`config.mk`:
```
export PLATFORM = sky130hd
export DESIGN_NAME = iccm_boot_loader_flat
export DESIGN_NICKNAME = d
export VERILOG_FILES = /design/src/rtl/iccm_boot_pkg.sv /design/src/rtl/iccm_boot_loader_if.sv /design/src/rtl/iccm_boot_loader_uart_rx_lite.sv /design/src/rtl/iccm_boot_loader.sv /design/src/flat_wrapper.sv
export SDC_FILE = /design/constraint.sdc
export NUM_CORES = 1
export LEC_CHECK = 0
export CAP_MARGIN = 10
export CORE_UTILIZATION = 59
export CTS_CLUSTER_SIZE = 25
export DETAILED_ROUTE_END_ITERATION = 6
export GPL_TIMING_DRIVEN = 0
export HOLD_SLACK_MARGIN = 0.1
export PLACE_DENSITY = 0.82
export SLEW_MARGIN = 20
export SYNTH_ARGS = -nofsm -noshare
export SYNTH_HDL_FRONTEND = slang
export SYNTH_SLANG_ARGS = --single-unit
export TNS_END_PERCENT = 10
```
`constraint.sdc`:
```
create_clock -name clk_i -period 5.9 [get_ports clk_i]
set_clock_uncertainty 0.1 [all_clocks]
set_input_delay 1.18 -clock clk_i [delete_from_list [all_inputs] [get_ports clk_i]]
set_output_delay 1.18 -clock clk_i [all_outputs]
set_load 0.05 [all_outputs]
```
`src/rtl/iccm_boot_pkg.sv`:
```
// Shared types and helpers for the UART ICCM boot loader.
// Imported by the receiver and by the top-level load controller.
package iccm_boot_pkg;

    typedef enum logic [1:0] {
        RX_IDLE,
        RX_START,
        RX_DATA,
        RX_STOP
    } rx_state_e;

    typedef enum logic [1:0] {
        LEN,
        LOAD,
        DONE,
        ERROR
    } ld_state_e;

    localparam int BYTES_PER_WORD = 4;

    // Little-endian assembly: the newest byte becomes the top byte.
    function automatic logic [31:0] le_push(
        input logic [23:0] w,
        input logic [7:0]  b
    );
        return {b, w};
    endfunction

endpackage

```
`src/rtl/iccm_boot_loader_if.sv`:
```
// ICCM write port bundle: request, write enable, word address, data.
// The loader drives the master side and the ICCM takes the slave side.
interface iccm_boot_loader_if #(
    parameter int AW = 12
) ();

    logic          req;
    logic          we;
    logic [AW-1:0] addr;
    logic [31:0]   wdata;

    modport master (
        output req,
        output we,
        output addr,
        output wdata
    );

    modport slave (
        input req,
        input we,
        input addr,
        input wdata
    );

endinterface

```
`src/rtl/iccm_boot_loader_uart_rx_lite.sv`:
```
// Minimal 8N1 UART receiver with a two-flop input synchroniser.
// byte_valid_o and frame_err_o are single-cycle registered pulses.
module uart_rx_lite
    import iccm_boot_pkg::*;
#(
    parameter int CLKS_PER_BIT = 868
) (
    input  logic       clk_i,
    input  logic       rst_ni,
    input  logic       rx_i,
    output logic [7:0] byte_o,
    output logic       byte_valid_o,
    output logic       frame_err_o
);

    localparam int CW = $clog2(CLKS_PER_BIT);
    localparam logic [CW-1:0] FULL = CW'(CLKS_PER_BIT - 1);
    localparam logic [CW-1:0] HALF = CW'(CLKS_PER_BIT / 2 - 1);

    logic [1:0]    sync_q;
    rx_state_e     state_q;
    logic [CW-1:0] cnt_q;
    logic [2:0]    bit_q;
    logic [7:0]    shreg_q;
    logic          valid_q;
    logic          ferr_q;
    logic          rx_s;

    assign rx_s         = sync_q[1];
    assign byte_o       = shreg_q;
    assign byte_valid_o = valid_q;
    assign frame_err_o  = ferr_q;

    always_ff @(posedge clk_i) begin
        if (!rst_ni) begin
            sync_q  <= 2'b11;
            state_q <= RX_IDLE;
            cnt_q   <= '0;
            bit_q   <= '0;
            shreg_q <= '0;
            valid_q <= 1'b0;
            ferr_q  <= 1'b0;
        end else begin
            sync_q  <= {sync_q[0], rx_i};
            valid_q <= 1'b0;
            ferr_q  <= 1'b0;
            unique case (state_q)
                RX_IDLE: begin
                    if (!rx_s) begin
                        cnt_q   <= HALF;
                        state_q <= RX_START;
                    end
                end
                RX_START: begin
                    if (cnt_q != '0) begin
                        cnt_q <= cnt_q - CW'(1);
                    end else if (rx_s) begin
                        // Start bit gone by mid-bit: treat as a glitch.
                        state_q <= RX_IDLE;
                    end else begin
                        cnt_q   <= FULL;
                        bit_q   <= '0;
                        state_q <= RX_DATA;
                    end
                end
                RX_DATA: begin
                    if (cnt_q != '0) begin
                        cnt_q <= cnt_q - CW'(1);
                    end else begin
                        shreg_q <= {rx_s, shreg_q[7:1]};
                        cnt_q   <= FULL;
                        if (bit_q == 3'd7) begin
                            state_q <= RX_STOP;
                        end else begin
                            bit_q <= bit_q + 3'd1;
                        end
                    end
                end
                RX_STOP: begin
                    if (cnt_q != '0) begin
                        cnt_q <= cnt_q - CW'(1);
                    end else begin
                        valid_q <= rx_s;
                        ferr_q  <= !rx_s;
                        state_q <= RX_IDLE;
                    end
                end
                default: state_q <= RX_IDLE;
            endcase
        end
    end

endmodule

```
`src/rtl/iccm_boot_loader.sv`:
```
// UART boot loader: length word, then N data words written into the ICCM.
// Holds the core in reset until the image is complete.
module iccm_boot_loader
    import iccm_boot_pkg::*;
#(
    parameter int CLKS_PER_BIT = 868,
    parameter int ICCM_AW      = 12
) (
    input  logic                clk_i,
    input  logic                rst_ni,
    input  logic                rx_i,
    iccm_boot_loader_if.master  iccm_o,
    output logic                boot_done_o,
    output logic                core_rst_no,
    output logic                err_o
);

    localparam int RW = ICCM_AW + 1;
    localparam logic [31:0] MAX_WORDS = 32'(1) << ICCM_AW;
    localparam logic [1:0] LAST_BYTE = 2'(BYTES_PER_WORD - 1);

    logic [7:0]         rx_byte;
    logic               rx_valid;
    logic               rx_ferr;

    ld_state_e          ld_q;
    logic [1:0]         bcnt_q;
    logic [23:0]        word_q;
    logic [RW-1:0]      rem_q;
    logic [ICCM_AW-1:0] addr_q;
    logic               req_q;
    logic [ICCM_AW-1:0] waddr_q;
    logic [31:0]        wdata_q;
    logic               done_q;
    logic               err_q;

    logic [31:0]        word_d;
    logic               last_byte;

    uart_rx_lite #(
        .CLKS_PER_BIT(CLKS_PER_BIT)
    ) u_rx (
        .clk_i        (clk_i),
        .rst_ni       (rst_ni),
        .rx_i         (rx_i),
        .byte_o       (rx_byte),
        .byte_valid_o (rx_valid),
        .frame_err_o  (rx_ferr)
    );

    assign word_d    = le_push(word_q, rx_byte);
    assign last_byte = (bcnt_q == LAST_BYTE);

    always_ff @(posedge clk_i) begin
        if (!rst_ni) begin
            ld_q    <= LEN;
            bcnt_q  <= '0;
            word_q  <= '0;
            rem_q   <= '0;
            addr_q  <= '0;
            req_q   <= 1'b0;
            waddr_q <= '0;
            wdata_q <= '0;
            done_q  <= 1'b0;
            err_q   <= 1'b0;
        end else begin
            req_q <= 1'b0;
            unique case (ld_q)
                LEN: begin
                    if (rx_ferr) begin
                        ld_q  <= ERROR;
                        err_q <= 1'b1;
                    end else if (rx_valid) begin
                        word_q <= word_d[31:8];
                        bcnt_q <= bcnt_q + 2'd1;
                        if (last_byte) begin
                            if (word_d == '0) begin
                                ld_q <= DONE;
                            end else if (word_d > MAX_WORDS) begin
                                ld_q  <= ERROR;
                                err_q <= 1'b1;
                            end else begin
                                rem_q  <= word_d[RW-1:0];
                                addr_q <= '0;
                                ld_q   <= LOAD;
                            end
                        end
                    end
                end
                LOAD: begin
                    if (rx_ferr) begin
                        ld_q  <= ERROR;
                        err_q <= 1'b1;
                    end else if (rx_valid) begin
                        word_q <= word_d[31:8];
                        bcnt_q <= bcnt_q + 2'd1;
                        if (last_byte) begin
                            req_q   <= 1'b1;
                            waddr_q <= addr_q;
                            wdata_q <= word_d;
                            addr_q  <= addr_q + ICCM_AW'(1);
                            rem_q   <= rem_q - RW'(1);
                            if (rem_q == RW'(1)) begin
                                ld_q <= DONE;
                            end
                        end
                    end
                end
                // Done flag lags the state by one cycle so it follows the write pulse.
                DONE:    done_q <= 1'b1;
                ERROR:   err_q  <= 1'b1;
                default: ld_q   <= ERROR;
            endcase
        end
    end

    assign iccm_o.req   = req_q;
    assign iccm_o.we    = req_q;
    assign iccm_o.addr  = waddr_q;
    assign iccm_o.wdata = wdata_q;
    assign boot_done_o  = done_q;
    assign core_rst_no  = done_q;
    assign err_o        = err_q;

endmodule

```
`src/flat_wrapper.sv`:
```
// flat-port wrapper written by rule: the top's interface ports become plain ports
module iccm_boot_loader_flat import iccm_boot_pkg::*;
#(
    parameter int CLKS_PER_BIT = 868,
    parameter int ICCM_AW      = 12
)
  (clk_i, rst_ni, rx_i, boot_done_o, core_rst_no, err_o, iccm_o_req, iccm_o_we, iccm_o_addr, iccm_o_wdata);
  iccm_boot_loader_if #(.AW(12)) iccm_o_i ();
  input  logic clk_i;
  input  logic rst_ni;
  input  logic rx_i;
  output logic boot_done_o;
  output logic core_rst_no;
  output logic err_o;
  output wire logic [$bits(iccm_o_i.req)-1:0] iccm_o_req;
  output wire logic [$bits(iccm_o_i.we)-1:0] iccm_o_we;
  output wire logic [$bits(iccm_o_i.addr)-1:0] iccm_o_addr;
  output wire logic [$bits(iccm_o_i.wdata)-1:0] iccm_o_wdata;
  assign iccm_o_req = iccm_o_i.req;
  assign iccm_o_we = iccm_o_i.we;
  assign iccm_o_addr = iccm_o_i.addr;
  assign iccm_o_wdata = iccm_o_i.wdata;
  iccm_boot_loader #(.CLKS_PER_BIT(CLKS_PER_BIT), .ICCM_AW(ICCM_AW)) u_core (.clk_i(clk_i), .rst_ni(rst_ni), .rx_i(rx_i), .iccm_o(iccm_o_i), .boot_done_o(boot_done_o), .core_rst_no(core_rst_no), .err_o(err_o));
endmodule
```
==> summary.txt, run 1 <==
Die
  – Die height: 100.1 um
  – IO Pins: 52
  – Die Area: 10020 um^2
  – Initial Util: 61.16%
  – Num rows: 35
  – Core ar.: 9284 um^2
  – Die width: 100.1 um

Setup path
  – Slowest stage delay, CP: 0.78 ns
  – Reg2Reg Depth: 6
  – FF-to-FF Start: u_core.word_q[9]
  – Crit-path cells: buf_4 -> clkdlybuf4s50_1
  – Critical Path Sink: core_rst_no
  – CP startpoint: u_core.boot_done_o
  – Startpoint Class: register
  – Reg2Reg Setup Slack: 3.13 ns
  – WP depth: 2
  – CP bufs+invs: 2
  – Worst setup EP type: primary output
  – Top delay family on crit path: buffers and inverters
  – CP Class: register to primary output
  – Slowest cell on the critical path: clkdlybuf4s50_1
  – CP arrival: 1.79 ns
  – Crit Path Max Fanout: 3
  – Reg2reg end: u_core.rem_q[4]
  – Worst EP required: 4.62 ns

Power and ir drop
  – Power density over the cells: 308.7 nW/um^2
  – Comb power frac: 10.3%
  – Max VDD drop: 0.0002251 V
  – Lkg Pwr: 2.264 nW
  – Psw: 0.0005847 W
  – Clock power frac: 48.3%
  – Sequential power share: 41.4%
  – Internal power: 0.001554 W
  – Switch share: 27.34%

Clock tree
  – Depth of the CTS H-tree: 4
  – Clock Tree Root: clkbuf_8
  – Clk_lat worst skew: 0.52 ns
  – Reg clk slew, reported paths: 0.06 ns
  – # Post-CTS Setup Buffers: 0
  – CTS Buf Count: 17
  – CTS resizes: 0
  – Clock buffer depth: 2
  – # hold bufs at CTS: 0
  – CTS tree: built
  – Clock sink count: 127

Final layout
  – Area of the multi-input gates: 2851 um^2
  – Post-route cell area: 6927 um^2
  – Diode count: 0
  – Commonest non-fill, non-tap cell in the layout: nand2_1
  – Area delta synth->final: 21.99%
  – Most frequent cells in the layout: 180 x nand2_1, 127 x dfxtp_1, 108 x a21oi_1
  – Layout fillers: 722
  – Storage element area: 2542 um^2
  – # nets final: 821
  – Share of layout cells above drive strength 1: 5.861%

Yosys
  – Yosys warnings: 0
  – Synthesized area: 5678 um^2
  – Seq cells post-synth: 127
  – Number of synthesized flops with an enable pin: 0
  – FFs w/ async S/R, synth: 0%
  – Yosys cell types: 57
  – Cell count after synthesis: 737
  – Syn avg cell area: 7.704 um^2
  – Mapped Nets: 752
  – Sequential fraction of the synthesis area: 44.78%
  – Top FF cell, synth: dfxtp_1

Routing
  – Remaining DRCs: 0
  – Routed len/inst: 16.40 um
  – Total Wirelength: 15550 um
  – DR vias: 5734
  – Drt pass-1 iters: 7
  – Via/cell ratio: 6.049
  – DRT iter0 DRCs: 408
  – Antenna violation net count after detailed routing: 0

STA
  – Max frequency: 0.3253 GHz
  – Period utilisation layout: 52.10%
  – Fin Hold WS: 0.3139 ns
  – Unrepaired setup endpoints after global routing: false
  – Minimum clock period: 3.074 ns
  – Slew Viols, Final: 0
  – Final hold violations: 0
  – Final setup margin: 2.826 ns
  – Final setup TNS: 0 ns
  – Final setup fails: 0
  – Least-Margin Pin Slew: 0.7443 ns
  – Slew margin rel.: 50.25%

Global route
  – Met3 Usage GRT: 6.755%
  – Global Route Usage Sum: 32.85%
  – Met1 GRT Util: 43.08%
  – Largest net degree at the start of global routing: 17
  – Gr ovfl total: 0
  – Most Used Layer, Global Route: met2
  – Initial antenna violation count: 0
  – Grt met2 use: 52.25%
  – Vias in the first global route: 5419
  – First-pass GRT wire length: 26060 um

Placed design
  – Final Wtd Congestion: 0.9578
  – Area post-placement: 6340 um^2
  – Port-buffer cells: 50
  – Post-Place Setup Slack: 3.086 ns
  – Hpwl dp: 10750 um

Job
  – Max Cap Violations: 0

Status
  – Outcome: completed

Hold path
  – Worst hold-check path type: register to register
==> metrics by stage <==
| stage | std cells | utilization (%) | total power, W |
|---|---|---|---|
| 6_report | 948 | 74.61 | 0.002138 |
| 3_3_place_gp | 916 | 68.29 | 0.001110 |
| 4_1_cts | 948 | 74.61 | 0.002142 |
| 5_1_grt | 948 | 74.61 | 0.002213 |
| 3_5_place_dp | 916 | 68.29 | 0.001115 |
| 2_1_floorplan | 737 | - | 0.001062 |
==> synth_stat cells (all sizes together), types with 2 or more instances <==
| library cell | count | area [um^2] |
|---|---|---|
| nor2 | 35 | 133.9 |
| inv | 16 | 60.06 |
| a31oi | 5 | 31.28 |
| o211ai | 9 | 67.56 |
| o31ai | 17 | 127.6 |
| a21oi | 108 | 540.5 |
| nand2b | 5 | 31.28 |
| nor3b | 2 | 15.01 |
| nand4 | 4 | 25.02 |
| a211oi | 3 | 35.03 |
| o2111ai | 3 | 26.28 |
| nor2b | 2 | 12.51 |
| o21ai | 35 | 175.2 |
| o22ai | 3 | 18.77 |
| nand2 | 180 | 675.7 |
| or4 | 14 | 105.1 |
| or2 | 4 | 25.03 |
| nor4 | 14 | 87.58 |
| and2 | 5 | 31.28 |
| buf | 10 | 51.29 |
| nand3 | 21 | 105.1 |
| a22oi | 3 | 22.52 |
| clkbuf | 46 | 172.7 |
| nor4b | 2 | 17.52 |
| and3 | 3 | 18.77 |
| or3 | 5 | 31.28 |
| dfxtp | 127 | 2542 |
| mux2i | 4 | 40.04 |
| o311ai | 2 | 17.52 |
| ha | 12 | 150.1 |
| a2111oi | 2 | 18.77 |
| nor3 | 18 | 95.09 |
| o221ai | 2 | 17.52 |
==> kinds of logic after synthesis <==
kind of cell | Yosys count | share of synthesized area, %
simple gates | 320 | 25.80
compound gates | 201 | 20.91
flops | 127 | 44.78
buf+inv | 72 | 5.002
fa+ha+maj | 12 | 2.644
mux | 4 | 0.7052
xor+xnor | 1 | 0.1543
==> state kept, by name, indices dropped and copies added, names as in the netlist, 3 cells and up, named ones only <==
| register | cells |
|---|---|
| u_core.addr_q | 12 |
| u_core.word_q | 24 |
| u_core.u_rx.bit_q | 3 |
| u_core.rem_q | 13 |
| u_core.u_rx.byte_o | 8 |
| u_core.iccm_o.addr | 12 |
| u_core.iccm_o.wdata | 32 |
| u_core.u_rx.cnt_q | 10 |
==> routing by layer <==
metal	part of all wire [%]	up-vias	routed length (um)
li1	-	2730	-
met1	42	2684	6577
met2	46	272	7192
met3	8.2	48	1280
met4	3.2	0	500
met5	0	-	0
==> worst min path at each step <==
stage / start / end / slack (ns) / cells past startpoint
CTS: u_core.u_rx.sync_q[0] / u_core.u_rx.sync_q[1] / 0.32 / 1
detailed placement: u_core.u_rx.sync_q[0] / u_core.u_rx.sync_q[1] / 0.29 / 1
global placement: u_core.u_rx.sync_q[0] / u_core.u_rx.sync_q[1] / 0.31 / 1
finish: u_core.u_rx.sync_q[0] / u_core.u_rx.sync_q[1] / 0.31 / 1
global route: u_core.u_rx.sync_q[0] / u_core.u_rx.sync_q[1] / 0.36 / 1
floorplan: u_core.u_rx.sync_q[0] / u_core.u_rx.sync_q[1] / 0.29 / 1
==> power groups by stage <==
stage                     combinational [W]  clock (W)  sequential [W]
final                              0.000219    0.00103        0.000885
after global routing               0.000242    0.00108        0.000886
after CTS                          0.000214    0.00104        0.000884
after detailed placement           0.000212          0        0.000903
after global placement             0.000207          0        0.000902
after floorplan                    0.000163          0        0.000899
==> cell type report <==
| cell class | instances | area share [%] |
|---|---|---|
| repair buffers | 50 | 7.225 |
| plain buffers | 56 | 3.233 |
| multi-input cells | 538 | 41.17 |
| clock buffers | 17 | 5.979 |
| inverters | 16 | 0.8671 |
| flip-flops and latches | 127 | 36.71 |
| clock inverters | 15 | 2.493 |
| well taps | 129 | 2.330 |
==> worst register-to-register path, cell delays in order (launching register included) <==
cell      delay [ns]
dfxtp_1         0.40
nor4_1          0.63
nand4_1         0.30
a41oi_2         0.44
nand2b_1        0.18
clkbuf_1        0.41
o22ai_1         0.17
Power figures use the tool's default switching activity.
==> run 2, diff against run 1 <==
CORE_UTILIZATION = 57   (was 59)
PLACE_DENSITY = 0.79   (was 0.82)
clock period = 3 ns   (was 5.9 ns; I/O delays follow)
==> summary.txt, run 2 (synthesis results as in run 1) <==
Global route
  – Most Used Layer, Global Route: met2
  – Met1 GRT Util: 40.48%
  – First-pass GRT wire length: 25790 um
  – Global Route Usage Sum: 32.50%
  – Largest net degree at the start of global routing: 17
  – Vias in the first global route: 5367
  – Gr ovfl total: 0
  – Met3 Usage GRT: 7.867%
  – Grt met2 use: 52.13%
  – Initial antenna violation count: 0

STA
  – Final setup fails: 0
  – Least-Margin Pin Slew: 0.6761 ns
  – Unrepaired setup endpoints after global routing: false
  – Final setup margin: 0.2385 ns
  – Final setup TNS: 0 ns
  – Period utilisation layout: 92.05%
  – Slew margin rel.: 54.68%
  – Minimum clock period: 2.762 ns
  – Final hold violations: 0
  – Max frequency: 0.3621 GHz
  – Slew Viols, Final: 0

Die
  – Core ar.: 9729 um^2
  – Initial Util: 58.36%
  – Die height: 101.8 um
  – Die Area: 10360 um^2
  – Num rows: 36
  – IO Pins: 52
  – Die width: 101.8 um

Routing
  – Total Wirelength: 15630 um
  – DRT iter0 DRCs: 406
  – Remaining DRCs: 0
  – Via/cell ratio: 6.002
  – DR vias: 5714
  – Antenna violation net count after detailed routing: 0
  – Drt pass-1 iters: 5
  – Routed len/inst: 16.41 um

Placed design
  – Post-Place Setup Slack: 0.3733 ns
  – Hpwl dp: 10880 um
  – Final Wtd Congestion: 0.9165
  – Port-buffer cells: 50

Status
  – Outcome: completed

Final layout
  – Share of layout cells above drive strength 1: 5.861%
  – Most frequent cells in the layout: 180 x nand2_1, 127 x dfxtp_1, 108 x a21oi_1
  – Number of flip-flops in the largest register: 32
  – Diode count: 0
  – Area delta synth->final: 22.90%
  – Layout fillers: 821
  – Commonest non-fill, non-tap cell in the layout: nand2_1
  – # nets final: 821

Power and ir drop
  – Switch share: 25.67%
  – Psw: 0.001117 W
  – Comb power frac: 9.8%
  – Sequential power share: 40.0%
  – Lkg Pwr: 2.283 nW
  – Power density over the cells: 623.5 nW/um^2
  – Internal power: 0.003234 W
  – Clock power frac: 50.2%
  – Max VDD drop: 0.0004380 V

Clock tree
  – # Post-CTS Setup Buffers: 0
  – Depth of the CTS H-tree: 4
  – CTS resizes: 0
  – CTS Buf Count: 17
  – # hold bufs at CTS: 0
  – Clock buffer depth: 2
  – Clk_lat worst skew: 0.53 ns
  – Clock sink count: 127
  – Reg clk slew, reported paths: 0.06 ns
  – Clock Tree Root: clkbuf_8
  – CTS tree: built

Setup path
  – CP Class: register to register
  – Worst setup EP type: register
  – Crit Path Max Fanout: 10
  – Worst EP required: 3.35 ns
  – FF-to-FF Start: u_core.word_q[11]
  – CP arrival: 3.11 ns
  – Startpoint Class: register
  – CP startpoint: u_core.word_q[11]

Job
  – Max Cap Violations: 0

Hold path
  – HP Start: u_core.iccm_o.addr[10]
  – Worst hold-check path type: register to register
## run 2: cell count changes in the layout (fill, tap and decap cells not counted), sizes merged
cell / before / now
bufinv: 2 / 4
clkbuf: 63 / 64
inv: 23 / 19
clkinv: 4 / 5
## run 2: area by class of cell
type | instances | area (um^2) | share of cell area [%]
Tap cell | 133 | 166.4 | 2.385
Clock buffer | 18 | 427.9 | 6.132
Buffer | 56 | 224.0 | 3.210
Inverter | 16 | 60.06 | 0.8607
Multi-Input combinational cell | 538 | 2851 | 40.86
Clock inverter | 14 | 205.2 | 2.941
Sequential cell | 127 | 2542 | 36.44
Timing Repair Buffer | 50 | 500.5 | 7.172
## run 2: power groups by stage
stage / combinational [W] / sequential [W] / clock [W]
3_3_place_gp: 0.000405 / 0.00178 / 0
4_1_cts: 0.000417 / 0.00174 / 0.00220
5_1_grt: 0.000469 / 0.00175 / 0.00229
3_5_place_dp: 0.000414 / 0.00178 / 0
6_report: 0.000425 / 0.00174 / 0.00218
2_1_floorplan: 0.000320 / 0.00177 / 0
## run 2: metrics by stage
stage	std cells	power, W	util, %	area (um^2)	hold WS (ns)
floorplan	737	0.002089	-	5678	0.2863
global placement	920	0.002180	65.21	6345	0.3007
detailed placement	920	0.002192	65.21	6345	0.3138
CTS	952	0.004359	71.72	6978	0.3534
global route	952	0.004504	71.72	6978	0.3732
finish	952	0.004350	71.72	6978	0.3523
## run 2: final timing paths
path	cells past startpoint	slack [ns]	end
min	2	0.35	u_core.iccm_o.addr[10]
max	7	0.24	u_core.addr_q[9]
min reg2reg	2	0.35	u_core.iccm_o.addr[10]
max reg2reg	7	0.24	u_core.addr_q[9]
## run 2: layer usage
metal | vias to the layer above | share of wire (%)
met5 | - | 0
met4 | 0 | 3.5
met3 | 45 | 7.1
met2 | 236 | 47
met1 | 2698 | 42
li1 | 2735 | -
## run 2: worst max-delay path, stage by stage, from the launching register on
cell and delay [ns]:
dfxtp_1 0.38, nor4_1 0.54, nand4_1 0.31, a41oi_2 0.45, buf_2 0.31, buf_2 0.30, o31ai_1 0.11, a21oi_1 0.17
==> run 3, diff against run 2 <==
CORE_MARGIN = 2   (was unset)
==> summary.txt, run 3 (synthesis results as in run 1) <==
Power and ir drop
  – Comb power frac: 9.8%
  – Sequential power share: 40.2%
  – Power density over the cells: 621.9 nW/um^2
  – Lkg Pwr: 2.288 nW
  – Internal power: 0.003210 W
  – Psw: 0.001121 W
  – Switch share: 25.89%
  – Max VDD drop: 0.0004649 V
  – Clock power frac: 50.0%

Setup path
  – CP arrival: 3.10 ns
  – Worst setup EP type: register
  – Startpoint Class: register
  – Worst EP required: 3.34 ns
  – CP Class: register to register
  – Top delay family on crit path: simple AND/OR/NAND/NOR gates
  – Slowest cell on the critical path: nor4_1
  – CP bufs+invs: 2
  – Slowest stage delay, CP: 0.57 ns
  – Crit-path cells: nor4_1 -> nand4_1 -> a41oi_2 -> buf_2 -> buf_2 -> o211ai_1 -> o31ai_1
  – Worst path most repeated cell: buf_2
  – Crit Path Max Fanout: 10

Status
  – Outcome: completed

STA
  – Max frequency: 0.3633 GHz
  – Final setup margin: 0.2474 ns
  – Period utilisation layout: 91.75%
  – Unrepaired setup endpoints after global routing: false
  – Slew Viols, Final: 0
  – Final setup fails: 0
  – Slew margin rel.: 52.67%
  – Least-Margin Pin Slew: 0.7061 ns
  – Final setup TNS: 0 ns
  – Final hold violations: 0
  – Minimum clock period: 2.753 ns

Placed design
  – Port-buffer cells: 50
  – Final Wtd Congestion: 0.9042
  – Hpwl dp: 10940 um
  – Post-Place Setup Slack: 0.3517 ns

Routing
  – Routed len/inst: 16.63 um
  – Remaining DRCs: 0
  – Antenna violation net count after detailed routing: 0
  – DRT iter0 DRCs: 455
  – Total Wirelength: 15830 um
  – Via/cell ratio: 5.945
  – Drt pass-1 iters: 5
  – DR vias: 5660

Die
  – Core ar.: 9729 um^2
  – Die Area: 10780 um^2
  – Num rows: 36
  – IO Pins: 52
  – Die height: 103.8 um
  – Die width: 103.8 um
  – Initial Util: 58.36%

Final layout
  – Most frequent cells in the layout: 180 x nand2_1, 127 x dfxtp_1, 108 x a21oi_1
  – Share of layout cells above drive strength 1: 5.861%
  – Commonest non-fill, non-tap cell in the layout: nand2_1
  – Number of flip-flops in the largest register: 32
  – Area delta synth->final: 22.65%
  – # nets final: 821
  – Diode count: 0

Clock tree
  – Clock Tree Root: clkbuf_8
  – Depth of the CTS H-tree: 4
  – Reg clk slew, reported paths: 0.06 ns
  – CTS resizes: 0
  – # Post-CTS Setup Buffers: 0
  – # hold bufs at CTS: 0
  – Clk_lat worst skew: 0.54 ns
  – Clock sink count: 127
  – Clock buffer depth: 2
  – CTS tree: built
  – CTS Buf Count: 17

Global route
  – Global Route Usage Sum: 30.20%
  – Vias in the first global route: 5386
  – Gr ovfl total: 0
  – First-pass GRT wire length: 26490 um
  – Largest net degree at the start of global routing: 17
  – Initial antenna violation count: 0

Job
  – Max Cap Violations: 0

Hold path
  – Worst hold-check path type: register to register
==> run 3: changes by cell type in the layout (fill, tap and decap cells not counted), sizes merged <==
cell,previous run,this run
clkinv,5,6
clkbuf,64,63
inv,19,21
clkinvlp,2,0
==> run 3: routing by layer <==
layer	part of all wire [%]	GRT usage [%]
met4	2.0	10.81
met2	47	48.73
met5	0	0
met3	6.8	7.237
met1	44	39.59
==> run 3: worst paths after layout <==
path	end	from	slack, ns	cells past startpoint
setup reg to reg	u_core.rem_q[9]	u_core.word_q[11]	0.25	7
setup / recovery	u_core.rem_q[9]	u_core.word_q[11]	0.25	7
hold / removal	u_core.u_rx.sync_q[1]	u_core.u_rx.sync_q[0]	0.33	1
hold reg to reg	u_core.u_rx.sync_q[1]	u_core.u_rx.sync_q[0]	0.33	1
==> run 3: cell type report <==
class | instances | area [um^2]
repair buffers | 50 | 500.5
clock inverters | 15 | 205.2
flip-flops and latches | 127 | 2542
plain buffers | 56 | 224.0
inverters | 16 | 60.06
fillers | 831 | 2765
clock buffers | 17 | 414.1
well taps | 133 | 166.4
multi-input cells | 538 | 2851
==> run 3: power groups by stage <==
| stage | logic, W | clock network [W] | registers (W) |
|---|---|---|---|
| CTS | 0.000417 | 0.00217 | 0.00174 |
| global placement | 0.000403 | 0 | 0.00178 |
| finish | 0.000425 | 0.00217 | 0.00174 |
| detailed placement | 0.000411 | 0 | 0.00178 |
| global route | 0.000476 | 0.00226 | 0.00174 |
| floorplan | 0.000320 | 0 | 0.00177 |
==> run 3: stage by stage <==
step | instance area [um^2] | utilization (%) | hold WS (ns) | power, W | instances
2_1_floorplan | 5678 | - | 0.2863 | 0.002089 | 737
3_3_place_gp | 6345 | 65.21 | 0.3011 | 0.002178 | 920
3_5_place_dp | 6345 | 65.21 | 0.3163 | 0.002186 | 920
6_report | 6964 | 71.58 | 0.3257 | 0.004331 | 952
5_1_grt | 6964 | 71.58 | 0.3453 | 0.004477 | 952
4_1_cts | 6964 | 71.58 | 0.3299 | 0.004326 | 952
